===== src/rtl/mem_arb_pkg.sv =====
// mem_arb_pkg: shared definitions for the memory responder.
// Holds the accmodule grant encodings, the master index mapping and the
// per-master transfer state enum used by resp_chan and mem_responder.
package mem_arb_pkg;

    localparam logic [1:0] ACC_NONE = 2'b00;
    localparam logic [1:0] ACC_M1   = 2'b01;
    localparam logic [1:0] ACC_M2   = 2'b10;
    localparam logic [1:0] ACC_M3   = 2'b11;

    localparam int M1          = 0;
    localparam int M2          = 1;
    localparam int M3          = 2;
    localparam int NUM_MASTERS = 3;

    typedef enum logic [1:0] {
        ST_IDLE   = 2'b00,
        ST_ACTIVE = 2'b01,
        ST_SUSP   = 2'b10
    } chan_state_t;

    // Grant code that selects the master with the given index.
    function automatic logic [1:0] acc_code(input int idx);
        return 2'(idx + 1);
    endfunction

endpackage


===== src/rtl/resp_chan.sv =====
// resp_chan: one master's transfer tracker.
// Keeps the remaining-beat count and IDLE/ACTIVE/SUSP state, and flags the
// final beat combinationally. The caller gates 'grant' with reset, so done
// is already low during a reset cycle.
module resp_chan
    import mem_arb_pkg::*;
#(
    parameter int LEN_W = 4
) (
    input  logic             clk,
    input  logic             reset,
    input  logic             grant,
    input  logic [LEN_W-1:0] len,
    output logic             done,
    output logic             pending
);

    chan_state_t      state;
    logic [LEN_W-1:0] rem;
    logic [LEN_W-1:0] eff;
    logic             eff_is_one;

    // Effective beat count for this cycle: fresh length when idle, else the remainder.
    always_comb begin
        // NOTE: every combinational output gets a default first so no path leaves it unassigned (no latch).
        eff = rem;
        if (state == ST_IDLE) begin
            eff = (len == '0) ? LEN_W'(1) : len;
        end
        eff_is_one = (eff == LEN_W'(1));
        done       = grant && eff_is_one;
    end

    // Beat bookkeeping: consume a beat when granted, suspend an active transfer otherwise.
    always_ff @(posedge clk) begin
        // NOTE: state flops use non-blocking assignments so every flop samples pre-edge values.
        if (reset) begin
            state <= ST_IDLE;
            rem   <= '0;
        end else if (grant) begin
            if (eff_is_one) begin
                state <= ST_IDLE;
                rem   <= '0;
            end else begin
                state <= ST_ACTIVE;
                rem   <= eff - LEN_W'(1);
            end
        end else if (state == ST_ACTIVE) begin
            state <= ST_SUSP;
        end
    end

    assign pending = (state != ST_IDLE);

endmodule


===== src/rtl/mem_responder.sv =====
// mem_responder: memory-side responder for a three-master arbiter.
// Decodes the current grant, tracks each master's transfer in a resp_chan
// instance and reports final beats. Optional statistics counters are built
// only when the macro MEM_RESPONDER_STATS_EN is defined; otherwise nb_beats
// and nb_resumes are tied to zero.
module mem_responder
    import mem_arb_pkg::*;
#(
    parameter int LEN_W = 4,
    parameter int CNT_W = 16
) (
    input  logic             clk,
    input  logic             reset,
    input  logic [1:0]       accmodule,
    input  logic [LEN_W-1:0] len_m1,
    input  logic [LEN_W-1:0] len_m2,
    input  logic [LEN_W-1:0] len_m3,
    output logic [2:0]       done,
    output logic             mem_en,
    output logic [2:0]       pending,
    output logic [CNT_W-1:0] nb_beats,
    output logic [CNT_W-1:0] nb_resumes
);

    logic [2:0] grant;

    // One-hot grant decode; nothing is granted while reset is asserted.
    always_comb begin
        grant = 3'b000;
        if (!reset) begin
            for (int m = 0; m < NUM_MASTERS; m++) begin
                grant[m] = (accmodule == acc_code(m));
            end
        end
    end

    assign mem_en = |grant;

    resp_chan #(.LEN_W(LEN_W)) u_chan_m1 (
        .clk     (clk),
        .reset   (reset),
        .grant   (grant[M1]),
        .len     (len_m1),
        .done    (done[M1]),
        .pending (pending[M1])
    );

    resp_chan #(.LEN_W(LEN_W)) u_chan_m2 (
        .clk     (clk),
        .reset   (reset),
        .grant   (grant[M2]),
        .len     (len_m2),
        .done    (done[M2]),
        .pending (pending[M2])
    );

    resp_chan #(.LEN_W(LEN_W)) u_chan_m3 (
        .clk     (clk),
        .reset   (reset),
        .grant   (grant[M3]),
        .len     (len_m3),
        .done    (done[M3]),
        .pending (pending[M3])
    );

`ifdef MEM_RESPONDER_STATS_EN
    logic [2:0]       grant_q;
    logic [CNT_W-1:0] beats_q;
    logic [CNT_W-1:0] resumes_q;
    logic             resume;

    // A pending transfer that was not granted last cycle is suspended, so
    // granting it now is a resume.
    assign resume = |(grant & pending & ~grant_q);

    // Saturating statistics counters plus last-cycle grant history.
    always_ff @(posedge clk) begin
        if (reset) begin
            grant_q   <= 3'b000;
            beats_q   <= '0;
            resumes_q <= '0;
        end else begin
            grant_q <= grant;
            if (mem_en && (beats_q != '1)) begin
                beats_q <= beats_q + 1'b1;
            end
            if (resume && (resumes_q != '1)) begin
                resumes_q <= resumes_q + 1'b1;
            end
        end
    end

    assign nb_beats   = beats_q;
    assign nb_resumes = resumes_q;
`else
    assign nb_beats   = '0;
    assign nb_resumes = '0;
`endif

endmodule


===== config.mk =====
export PLATFORM = sky130hd
export DESIGN_NAME = mem_responder
export DESIGN_NICKNAME = d
export VERILOG_FILES = /design/src/rtl/mem_arb_pkg.sv /design/src/rtl/resp_chan.sv /design/src/rtl/mem_responder.sv
export SDC_FILE = /design/constraint.sdc
export NUM_CORES = 1
export LEC_CHECK = 0
export ABC_AREA = 1
export BUFFER_PORTS_ARGS = -buffer_cell sky130_fd_sc_hd__buf_2
export CORE_MARGIN = 1
export CORE_UTILIZATION = 45
export DETAILED_ROUTE_END_ITERATION = 8
export PLACE_DENSITY = 0.7
export SKIP_LAST_GASP = 1
export SYNTH_ARGS = -nofsm -noshare
export SYNTH_HDL_FRONTEND = slang
export SYNTH_SLANG_ARGS = --single-unit

===== constraint.sdc =====
create_clock -name clk -period 3.1 [get_ports clk]
set_clock_uncertainty 0.05 [all_clocks]
set_input_delay 0.31 -clock clk [delete_from_list [all_inputs] [get_ports clk]]
set_output_delay 0.31 -clock clk [all_outputs]
set_load 0.01 [all_outputs]

==> results of run 1 <==
-- stage by stage --
| stage | total power, mW | instance area, um^2 |
|---|---|---|
| global placement | 0.407 | 1440 |
| finish | 0.548 | 1480 |
| floorplan | 0.411 | 1570 |
| CTS | 0.553 | 1480 |
| global route | 0.589 | 1480 |
| detailed placement | 0.410 | 1440 |
-- routing by layer --
layer / GRT usage (%) / vias to the layer above
met5: 0 / -
met4: 4.08 / 0
met3: 2.64 / 4
met2: 26.0 / 28
met1: 17.1 / 487
li1: - / 606
-- synth_stat cells --
cell / n / area share [%]
nand3_1: 9 / 3.1
inv_1: 20 / 5.2
a21oi_1: 5 / 1.7
nor2_2: 5 / 2.1
buf_4: 38 / 20
nand2_4: 3 / 2.3
ha_1: 3 / 2.6
a31oi_1: 1 / 0.43
nand2_2: 10 / 4.3
xnor2_1: 1 / 0.60
inv_4: 1 / 0.43
nand3b_1: 1 / 0.52
nor2_4: 5 / 3.9
o22ai_1: 1 / 0.43
o21ai_0: 6 / 2.1
nand3_2: 2 / 1.4
buf_6: 1 / 0.77
xor2_1: 1 / 0.60
a21oi_2: 1 / 0.60
conb_1: 1 / 0.26
dfxtp_1: 18 / 25
o21ai_2: 2 / 1.2
o21ai_1: 5 / 1.7
nor2_1: 14 / 3.6
inv_2: 11 / 2.8
nand2_1: 42 / 11
nor3_4: 2 / 2.2
-- registers in the layout, summed over array words and instances, names as in the netlist --
register and count:
u_chan_m1.rem 4, u_chan_m1.state 2, u_chan_m2.rem 4, u_chan_m2.state 2
u_chan_m3.rem 4, u_chan_m3.state 2
-- where the power goes --
group	switching, mW	internal, mW
Clock	0.0717	0.0715
Combinational	0.101	0.0503
Sequential	0.00826	0.245
Total	0.181	0.367
-- worst register-to-register path: cells and delay by family, from the launching register on --
kind / cells / cell delay [ns]
compound gates: 1 / 0.16
fa+ha+maj: 1 / 0.17
buf+inv: 1 / 0.09
flops: 1 / 0.35
simple gates: 7 / 0.65
-- logic make-up after synthesis --
kind of cell	count (synthesis)	synth area share (%)
AO/OA/AOI/OAI	21	8.16
XOR/XNOR	2	1.20
adder cells (fa/ha/maj)	3	2.58
buffers and inverters	71	28.8
flip-flops	18	24.7
other	1	0.257
AND/OR/NAND/NOR	93	34.3
-- how the worst max path moves through the flow --
stage,slack (ns),end,depth (start not counted)
3_5_place_dp,1.58,done[1],5
4_1_cts,1.25,done[2],8
2_1_floorplan,1.67,done[2],8
6_report,1.26,done[0],6
5_1_grt,1.07,done[0],6
3_3_place_gp,1.57,done[1],5
-- cell type report --
cell class | instances | area [um^2]
Fill cell | 328 | 1580
Multi-Input combinational cell | 151 | 793
Sequential cell | 18 | 360
Timing Repair Buffer | 22 | 110
Clock buffer | 4 | 36.3
Inverter | 32 | 123
Tap cell | 44 | 55.1
==> flow_metrics.env, run 1 <==
export IMPL_status="finished, final reports clean"
export IMPL_synth_cells=209
export IMPL_dr_pass1_iters=4
export IMPL_hold_buffers=0
export IMPL_post_route_util_pct=48.4
export IMPL_clk_pin_slew_ns=0.10
export IMPL_hold_violations=0
export IMPL_grt_pass1_wl_um=3830
export IMPL_cts_setup_buffers=0
export IMPL_layout_commonest_cell="nand2_1"
export IMPL_critPathTopFamily="simple AND/OR/NAND/NOR gates"
export IMPL_antenna_found_initial=0
export IMPL_grt_pass1_vias=967
export IMPL_dr_wl_met3_um=96
export IMPL_postLayoutSetupSlackWorst_ns=1.26
export IMPL_rsz0062_at_grt="false"
export IMPL_wl_met2_um=1120
export IMPL_tns_ns=0
export IMPL_fmax_mhz=542
export IMPL_worstSetupPathType="reg2out"
export IMPL_cts_root_buf="clkbuf_4"
export IMPL_critPathLaunchType="register"
export IMPL_cp_slowest_stage_delay_ns=0.34
export IMPL_numPlacedInstances=267
export IMPL_routedWlPerCell_um=8.46
export IMPL_end_kind="primary output"
export IMPL_regToRegSetupSlack_ns=1.59
export IMPL_reg2reg_from="u_chan_m3.state[1]"
export IMPL_clk_latency_ns=0.29
export IMPL_initial_core_util_pct=47.7
export IMPL_drive_gt1_share_pct=30.0
export IMPL_drc=0
export IMPL_groute_usage_overall_pct=14.3
export IMPL_path_buf_inv=1
export IMPL_ctsResizeCount=0
export IMPL_irDropWorstVdd_mv=0.131
export IMPL_ios=55
export IMPL_timing_hold_ws_ns=0.272
export IMPL_regToRegEndpoint="u_chan_m3.rem[2]"
export IMPL_maxCapViolCount=0
export IMPL_routed_wl_um=2290
export IMPL_vias=1125
export IMPL_reg2reg_depth=10
export IMPL_maxUsedRoutingLayer="met4"
export IMPL_ys_warn_count=0
export IMPL_routabilityCongestion=0.778
export IMPL_yosysSeqAreaShare_pct=24.7
export IMPL_yosys_register_bits=18
export IMPL_critPathMaxFanout=5
export IMPL_synth_distinct_cells=27
export IMPL_syn_to_final_growth_pct=1.46
export IMPL_overflow=0
export IMPL_required_ns=2.74
export IMPL_dp_slack_ns=1.58
export IMPL_dieArea_um2=3470
export IMPL_syn_area_um2=1460
export IMPL_cts_max_level=1
export IMPL_whs_endpoint="u_chan_m2.state[0]"
export IMPL_slew_viol_final=0
export IMPL_syn_avg_cell_area_um2=6.97
export IMPL_die_w_um=58.9
export IMPL_path_cells="nor2_2, o21ai_1, nor2_1, nand2_1, nor2_2, buf_2"
export IMPL_cts_buffers=3
export IMPL_setup_violations_final=0
export IMPL_cts_tree="yes"
export IMPL_crit_path_top_delay_cell="dfxtp_1"
export IMPL_antenna_left=0
export IMPL_rows=20
export IMPL_grt_max_degree=11
export IMPL_hold_depth=2
export IMPL_num_antenna_cells=0
export IMPL_m1WireLength_um=1050
export IMPL_layout_nets=247
export IMPL_power_density_nw_per_um2=371
export IMPL_critPathLaunch="u_chan_m1.state[1]"
export IMPL_hpwl_um=1900
export IMPL_fin_cells=271
export IMPL_min_from="reset"
export IMPL_holdCritPathClass="in2reg"
export IMPL_fin_crit_sh_pct=59.5
export IMPL_final_cell_mix="42 x nand2_1, 32 x conb_1, 22 x buf_2, 20 x inv_1, 18 x dfxtp_1"
export IMPL_core_area_um2=3050
export IMPL_leakagePower_nw=0.776
export IMPL_clockBufferDepth=2
export IMPL_numPortBuffers=22
export IMPL_cts_sinks=18
export IMPL_min_period_ns=1.84
export IMPL_viasPerCell=4.15
export IMPL_die_height_um=58.9
export IMPL_drt_iter0_markers=41
export IMPL_worst_path_most_repeated_cell="nor2_2"
export IMPL_cp_arrival_ns=1.48
No activity file was read; power rests on OpenSTA's default activity.
==> inputs of run 2 (changes only) <==
==> constraint.sdc (replaced) <==
create_clock -name clk -period 1.7 [get_ports clk]
set_clock_uncertainty 0.05 [all_clocks]
set_input_delay 0.17 -clock clk [delete_from_list [all_inputs] [get_ports clk]]
set_output_delay 0.17 -clock clk [all_outputs]
set_load 0.01 [all_outputs]
==> run 2 against run 1 <==
Compared with the run above:
- total power grew 83%
- utilization grew 1.0 points
- sequential cell count is the same
- clock power grew 81%
- first-iteration DRC count shrank 27%
- non-clock buffer count grew 2
- register-to-register slack lost 1.3 ns
- hold slack lost 0.12 ns
- worst setup slack lost 1.2 ns
- sequential share of layout area shrank 0.17 points
- sequential power grew 83%
- via count shrank 0.27%
- critical path type unchanged
==> flow_metrics.env, run 2 (synthesis gave the netlist of run 1 again) <==
export IMPL_layout_commonest_cell="nand2_1"
export IMPL_maxCapViolCount=0
export IMPL_antenna_left=0
export IMPL_num_antenna_cells=0
export IMPL_power_density_nw_per_um2=665
export IMPL_clk_pin_slew_ns=0.11
export IMPL_clockBufferDepth=2
export IMPL_post_route_util_pct=49.4
export IMPL_drive_gt1_share_pct=32.3
export IMPL_end_kind="primary output"
export IMPL_routed_wl_um=2260
export IMPL_initial_core_util_pct=47.7
export IMPL_status="finished, final reports clean"
export IMPL_dieArea_um2=3470
export IMPL_rows=20
export IMPL_critPathLaunchType="register"
export IMPL_hpwl_um=1850
export IMPL_fmax_mhz=599
export IMPL_hold_violations=0
export IMPL_leakagePower_nw=0.800
export IMPL_seqCellArea_um2=365
export IMPL_routabilityCongestion=0.861
export IMPL_fill_cells=327
export IMPL_cts_buffers=3
export IMPL_core_area_um2=3050
export IMPL_cts_root_buf="clkbuf_4"
export IMPL_worstSetupPathType="reg2out"
export IMPL_ios=55
export IMPL_postLayoutSetupSlackWorst_ns=0.0305
export IMPL_grt_pass1_vias=872
export IMPL_dp_slack_ns=0.264
export IMPL_clk_latency_ns=0.29
export IMPL_cts_max_level=1
export IMPL_required_ns=1.48
export IMPL_cts_tree="yes"
export IMPL_cts_sinks=18
export IMPL_syn_to_final_growth_pct=3.61
export IMPL_irDropWorstVdd_mv=0.425
export IMPL_grt_max_degree=11
export IMPL_holdCritPathClass="in2reg"
export IMPL_total_power_mw=1.00
export IMPL_numPortBuffers=22
export IMPL_grt_pass1_wl_um=3480
export IMPL_die_w_um=58.9
export IMPL_slew_viol_final=0
export IMPL_rsz0062_at_grt="true"
export IMPL_final_cell_mix="42 x nand2_1, 32 x conb_1, 21 x buf_2, 20 x inv_1"
export IMPL_viasPerCell=4.11
export IMPL_setup_violations_final=0
export IMPL_die_height_um=58.9
export IMPL_routedWlPerCell_um=8.27
export IMPL_antenna_found_initial=0
export IMPL_min_period_ns=1.67
export IMPL_reg_top3="u_chan_m1.rem: 4 flops, u_chan_m2.rem: 4 flops, u_chan_m3.rem: 4 flops"
export IMPL_dr_pass1_iters=4
export IMPL_drt_iter0_markers=30
export IMPL_critPathMaxFanout=5
export IMPL_layout_nets=249
export IMPL_drc=0
export IMPL_groute_usage_overall_pct=13.1
export IMPL_overflow=0
export IMPL_fin_crit_sh_pct=98.2
export IMPL_multi_input_area_um2=798
export IMPL_vias=1122
export IMPL_cp_arrival_ns=1.45
==> run 2: cell count changes in the layout (fill, tap and decap cells not counted), sizes merged <==
cell and change:
buf +2
==> run 2: power by group <==
group,switching (mW),internal [mW],leakage (nW)
sequential,0.0161,0.447,0.149
combinational,0.185,0.0958,0.630
clock,0.129,0.130,0.0210
==> run 2: final timing paths <==
kind                            from                 end  slack, ns  cells past startpoint
hold / removal                 reset  u_chan_m2.state[0]       0.15                      2
hold reg to reg     u_chan_m2.rem[3]    u_chan_m2.rem[3]       0.40                      2
setup / recovery  u_chan_m1.state[0]             done[0]       0.03                      8
setup reg to reg  u_chan_m3.state[1]    u_chan_m3.rem[2]       0.27                     10
==> run 2: area by class of cell <==
class	count	area share, %
sequential	18	24.2
tap	44	3.65
timing repair buffer	24	8.71
clock buffer	4	2.40
inverter	32	8.13
multi-input combinational	151	52.9
==> run 2: through the flow <==
step / hold slack [ns] / TNS [ns] / cells / area (um^2)
3_5_place_dp: 0.396 / 0 / 267 / 1440
6_report: 0.147 / 0 / 273 / 1510
4_1_cts: 0.142 / -0.00398 / 272 / 1490
3_3_place_gp: 0.389 / 0 / 267 / 1440
2_1_floorplan: 0.307 / 0 / 240 / 1570
5_1_grt: 0.151 / -0.135 / 273 / 1510
==> run 2: routing by layer <==
metal	global-route usage, %	share of wire (%)
met5	0	0
met1	16.5	47
met2	21.9	47
met3	3.96	4.4
met4	3.06	0.62
==> run 2: critical path, stage by stage (launching register included) <==
cell and delay [ns]:
dfxtp_1 0.34, inv_2 0.06, nand2_2 0.08, nand2_1 0.06
o21ai_1 0.09, nor2_1 0.16, nand2_1 0.11, nor2_2 0.11
buf_2 0.14
==> run 2: repair_timing <==
action                     4_1_cts  5_1_grt
setup endpoints to repair        2        3
gates cloned                     0        0
hold buffers                     0        0
gates resized for setup          1        6
pin swaps                        2        1
buffers inserted                 1        1
==> inputs of run 3 (changes only) <==
--- a/config.mk
+++ b/config.mk
@@ -7,10 +7,12 @@
 export LEC_CHECK = 0
 export ABC_AREA = 1
 export BUFFER_PORTS_ARGS = -buffer_cell sky130_fd_sc_hd__buf_2
+export CELL_PAD_IN_SITES_DETAIL_PLACEMENT = 1
+export CELL_PAD_IN_SITES_GLOBAL_PLACEMENT = 1
 export CORE_MARGIN = 1
-export CORE_UTILIZATION = 45
+export CORE_UTILIZATION = 34
 export DETAILED_ROUTE_END_ITERATION = 8
-export PLACE_DENSITY = 0.7
+export PLACE_DENSITY = 0.78
 export SKIP_LAST_GASP = 1
 export SYNTH_ARGS = -nofsm -noshare
 export SYNTH_HDL_FRONTEND = slang
==> constraint.sdc (replaced) <==
create_clock -name clk -period 1.88 [get_ports clk]
set_clock_uncertainty 0.05 [all_clocks]
set_input_delay 0.188 -clock clk [delete_from_list [all_inputs] [get_ports clk]]
set_output_delay 0.188 -clock clk [all_outputs]
set_load 0.01 [all_outputs]
==> run 3 against run 2 <==
Compared with the run above:
- worst setup slack gained 0.18 ns
- register-to-register slack gained 0.16 ns
- die area grew 31%
- count of clock-buffer cells in the layout shrank 1
- critical path depth shrank 2
- hold slack gained 0.053 ns
- wire length grew 17%
- critical endpoint unchanged
- largest power group unchanged
- highest routed layer unchanged
==> flow_metrics.env, run 3 (synthesis gave the netlist of run 1 again) <==
export IMPL_hold_depth=2
export IMPL_drive_gt1_share_pct=29.6
export IMPL_slew_viol_final=0
export IMPL_final_cell_mix="42 x nand2_1, 32 x conb_1, 22 x buf_2, 20 x inv_1, 18 x dfxtp_1"
export IMPL_routed_wl_um=2650
export IMPL_grt_pass1_vias=984
export IMPL_grt_max_degree=10
export IMPL_clk_pin_slew_ns=0.07
export IMPL_end_kind="primary output"
export IMPL_p_switching_uw=306
export IMPL_syn_to_final_growth_pct=2.32
export IMPL_antenna_left=0
export IMPL_fin_crit_sh_pct=88.8
export IMPL_critPathLaunchType="register"
export IMPL_routabilityCongestion=0.809
export IMPL_cts_sinks=18
export IMPL_internal_power_uw=629
export IMPL_clockBufferDepth=2
export IMPL_cts_max_level=1
export IMPL_status="finished, final reports clean"
export IMPL_irDropWorstVdd_mv=0.457
export IMPL_layout_nets=247
export IMPL_regToRegEndpoint="u_chan_m2.rem[2]"
export IMPL_tns_ns=0
export IMPL_whs_endpoint="u_chan_m2.state[0]"
export IMPL_ctsResizeCount=0
export IMPL_layout_commonest_cell="nand2_1"
export IMPL_overflow=0
export IMPL_ios=55
export IMPL_total_power_uw=935
export IMPL_reg2reg_from="u_chan_m2.state[1]"
export IMPL_switching_share_pct=32.7
export IMPL_worstSetupPathType="reg2out"
export IMPL_die_height_um=67.5
export IMPL_grt_pass1_wl_um=4390
export IMPL_hold_buffers=0
export IMPL_critPathMaxFanout=5
export IMPL_p_clk_share_pct=28.4
export IMPL_dr_pass1_iters=3
export IMPL_holdCritPathClass="in2reg"
export IMPL_die_w_um=67.5
export IMPL_cp_arrival_ns=1.43
export IMPL_groute_usage_overall_pct=13.1
export IMPL_setup_violations_final=0
export IMPL_dieArea_um2=4550
export IMPL_fmax_mhz=599
export IMPL_min_from="reset"
export IMPL_regToRegSetupSlack_ns=0.43
export IMPL_drt_iter0_markers=19
export IMPL_comb_power_share_pct=26.9
export IMPL_viasPerCell=4.15
export IMPL_cts_setup_buffers=0
export IMPL_routedWlPerCell_um=9.59
export IMPL_min_period_ns=1.67
export IMPL_power_density_nw_per_um2=628
export IMPL_core_area_um2=4060
export IMPL_initial_core_util_pct=35.9
export IMPL_hpwl_um=2290
export IMPL_hold_violations=0
export IMPL_clk_latency_ns=0.25
export IMPL_cts_buffers=3
export IMPL_reg2reg_depth=7
export IMPL_vias=1145
export IMPL_p_seq_share_pct=44.7
export IMPL_rows=23
export IMPL_reg_top3="u_chan_m1.rem: 4 flops, u_chan_m2.rem: 4 flops, u_chan_m3.rem: 4 flops"
export IMPL_antenna_found_initial=0
export IMPL_required_ns=1.64
export IMPL_rsz0062_at_grt="false"
export IMPL_leakagePower_nw=0.776
export IMPL_cts_tree="yes"
export IMPL_maxCapViolCount=0
export IMPL_drc=0
export IMPL_numPortBuffers=22
export IMPL_num_antenna_cells=0
export IMPL_cts_root_buf="clkbuf_8"
[run 3: cell count changes in the layout (fill, tap and decap cells not counted)]
| cell | change |
|---|---|
| nand2_2 | +1 |
| clkbuf_8 | +2 |
| clkbuf_4 | -3 |
| dfxtp_1 | +4 |
| nand2_4 | -1 |
| buf_6 | -1 |
| dfxtp_2 | -4 |
| buf_2 | +1 |
| buf_4 | -2 |
| o21ai_1 | -1 |
| o21ai_0 | +1 |
[run 3: how the worst max path moves through the flow]
stage / startpoint / end / slack [ns] / cells after the start
floorplan: u_chan_m2.state[1] / u_chan_m2.rem[2] / 0.53 / 7
global placement: u_chan_m2.state[1] / u_chan_m2.rem[2] / 0.45 / 7
detailed placement: u_chan_m2.state[1] / u_chan_m2.rem[2] / 0.43 / 7
CTS: u_chan_m2.state[0] / done[1] / 0.18 / 7
global route: u_chan_m2.state[0] / done[1] / 0.09 / 7
finish: u_chan_m1.state[1] / done[0] / 0.21 / 6
[run 3: worst max-delay path, stage by stage (launching register included)]
cell     delay (ns)
dfxtp_1        0.33
nor2_2         0.20
o21ai_1        0.11
nor2_1         0.18
nand2_1        0.12
nor2_2         0.11
buf_2          0.14
[run 3: stage by stage]
| step | util [%] | std cells | hold WS (ns) | setup WS [ns] | instance area (um^2) |
|---|---|---|---|---|---|
| 2_1_floorplan | - | 240 | 0.325 | 0.532 | 1570 |
| 3_3_place_gp | 35.7 | 273 | 0.388 | 0.454 | 1450 |
| 3_5_place_dp | 35.7 | 273 | 0.401 | 0.427 | 1450 |
| 4_1_cts | 36.7 | 276 | 0.197 | 0.181 | 1490 |
| 5_1_grt | 36.7 | 276 | 0.222 | 0.0904 | 1490 |
| 6_report | 36.7 | 276 | 0.200 | 0.210 | 1490 |
[run 3: layout make-up]
| cell class | count | area [um^2] |
|---|---|---|
| sequential | 18 | 360 |
| fill | 561 | 2570 |
| clock buffer | 3 | 41.3 |
| multi-input combinational | 151 | 793 |
| tap | 50 | 62.6 |
| timing repair buffer | 22 | 110 |
| inverter | 32 | 123 |
[run 3: layer usage]
metal	GRT usage (%)	part of all wire, %	up-vias
met2	21.8	46	36
met4	3.99	0.72	0
met1	16.0	47	505
met5	0	0	-
li1	-	-	602
met3	4.05	5.9	2
[run 3: power by group through the flow]
stage          clock network [mW]  logic (mW)  registers (mW)
3_5_place_dp                    0       0.255           0.427
2_1_floorplan                   0       0.254           0.423
6_report                    0.266       0.252           0.418
4_1_cts                     0.284       0.255           0.418
3_3_place_gp                    0       0.250           0.426
5_1_grt                     0.302       0.290           0.420
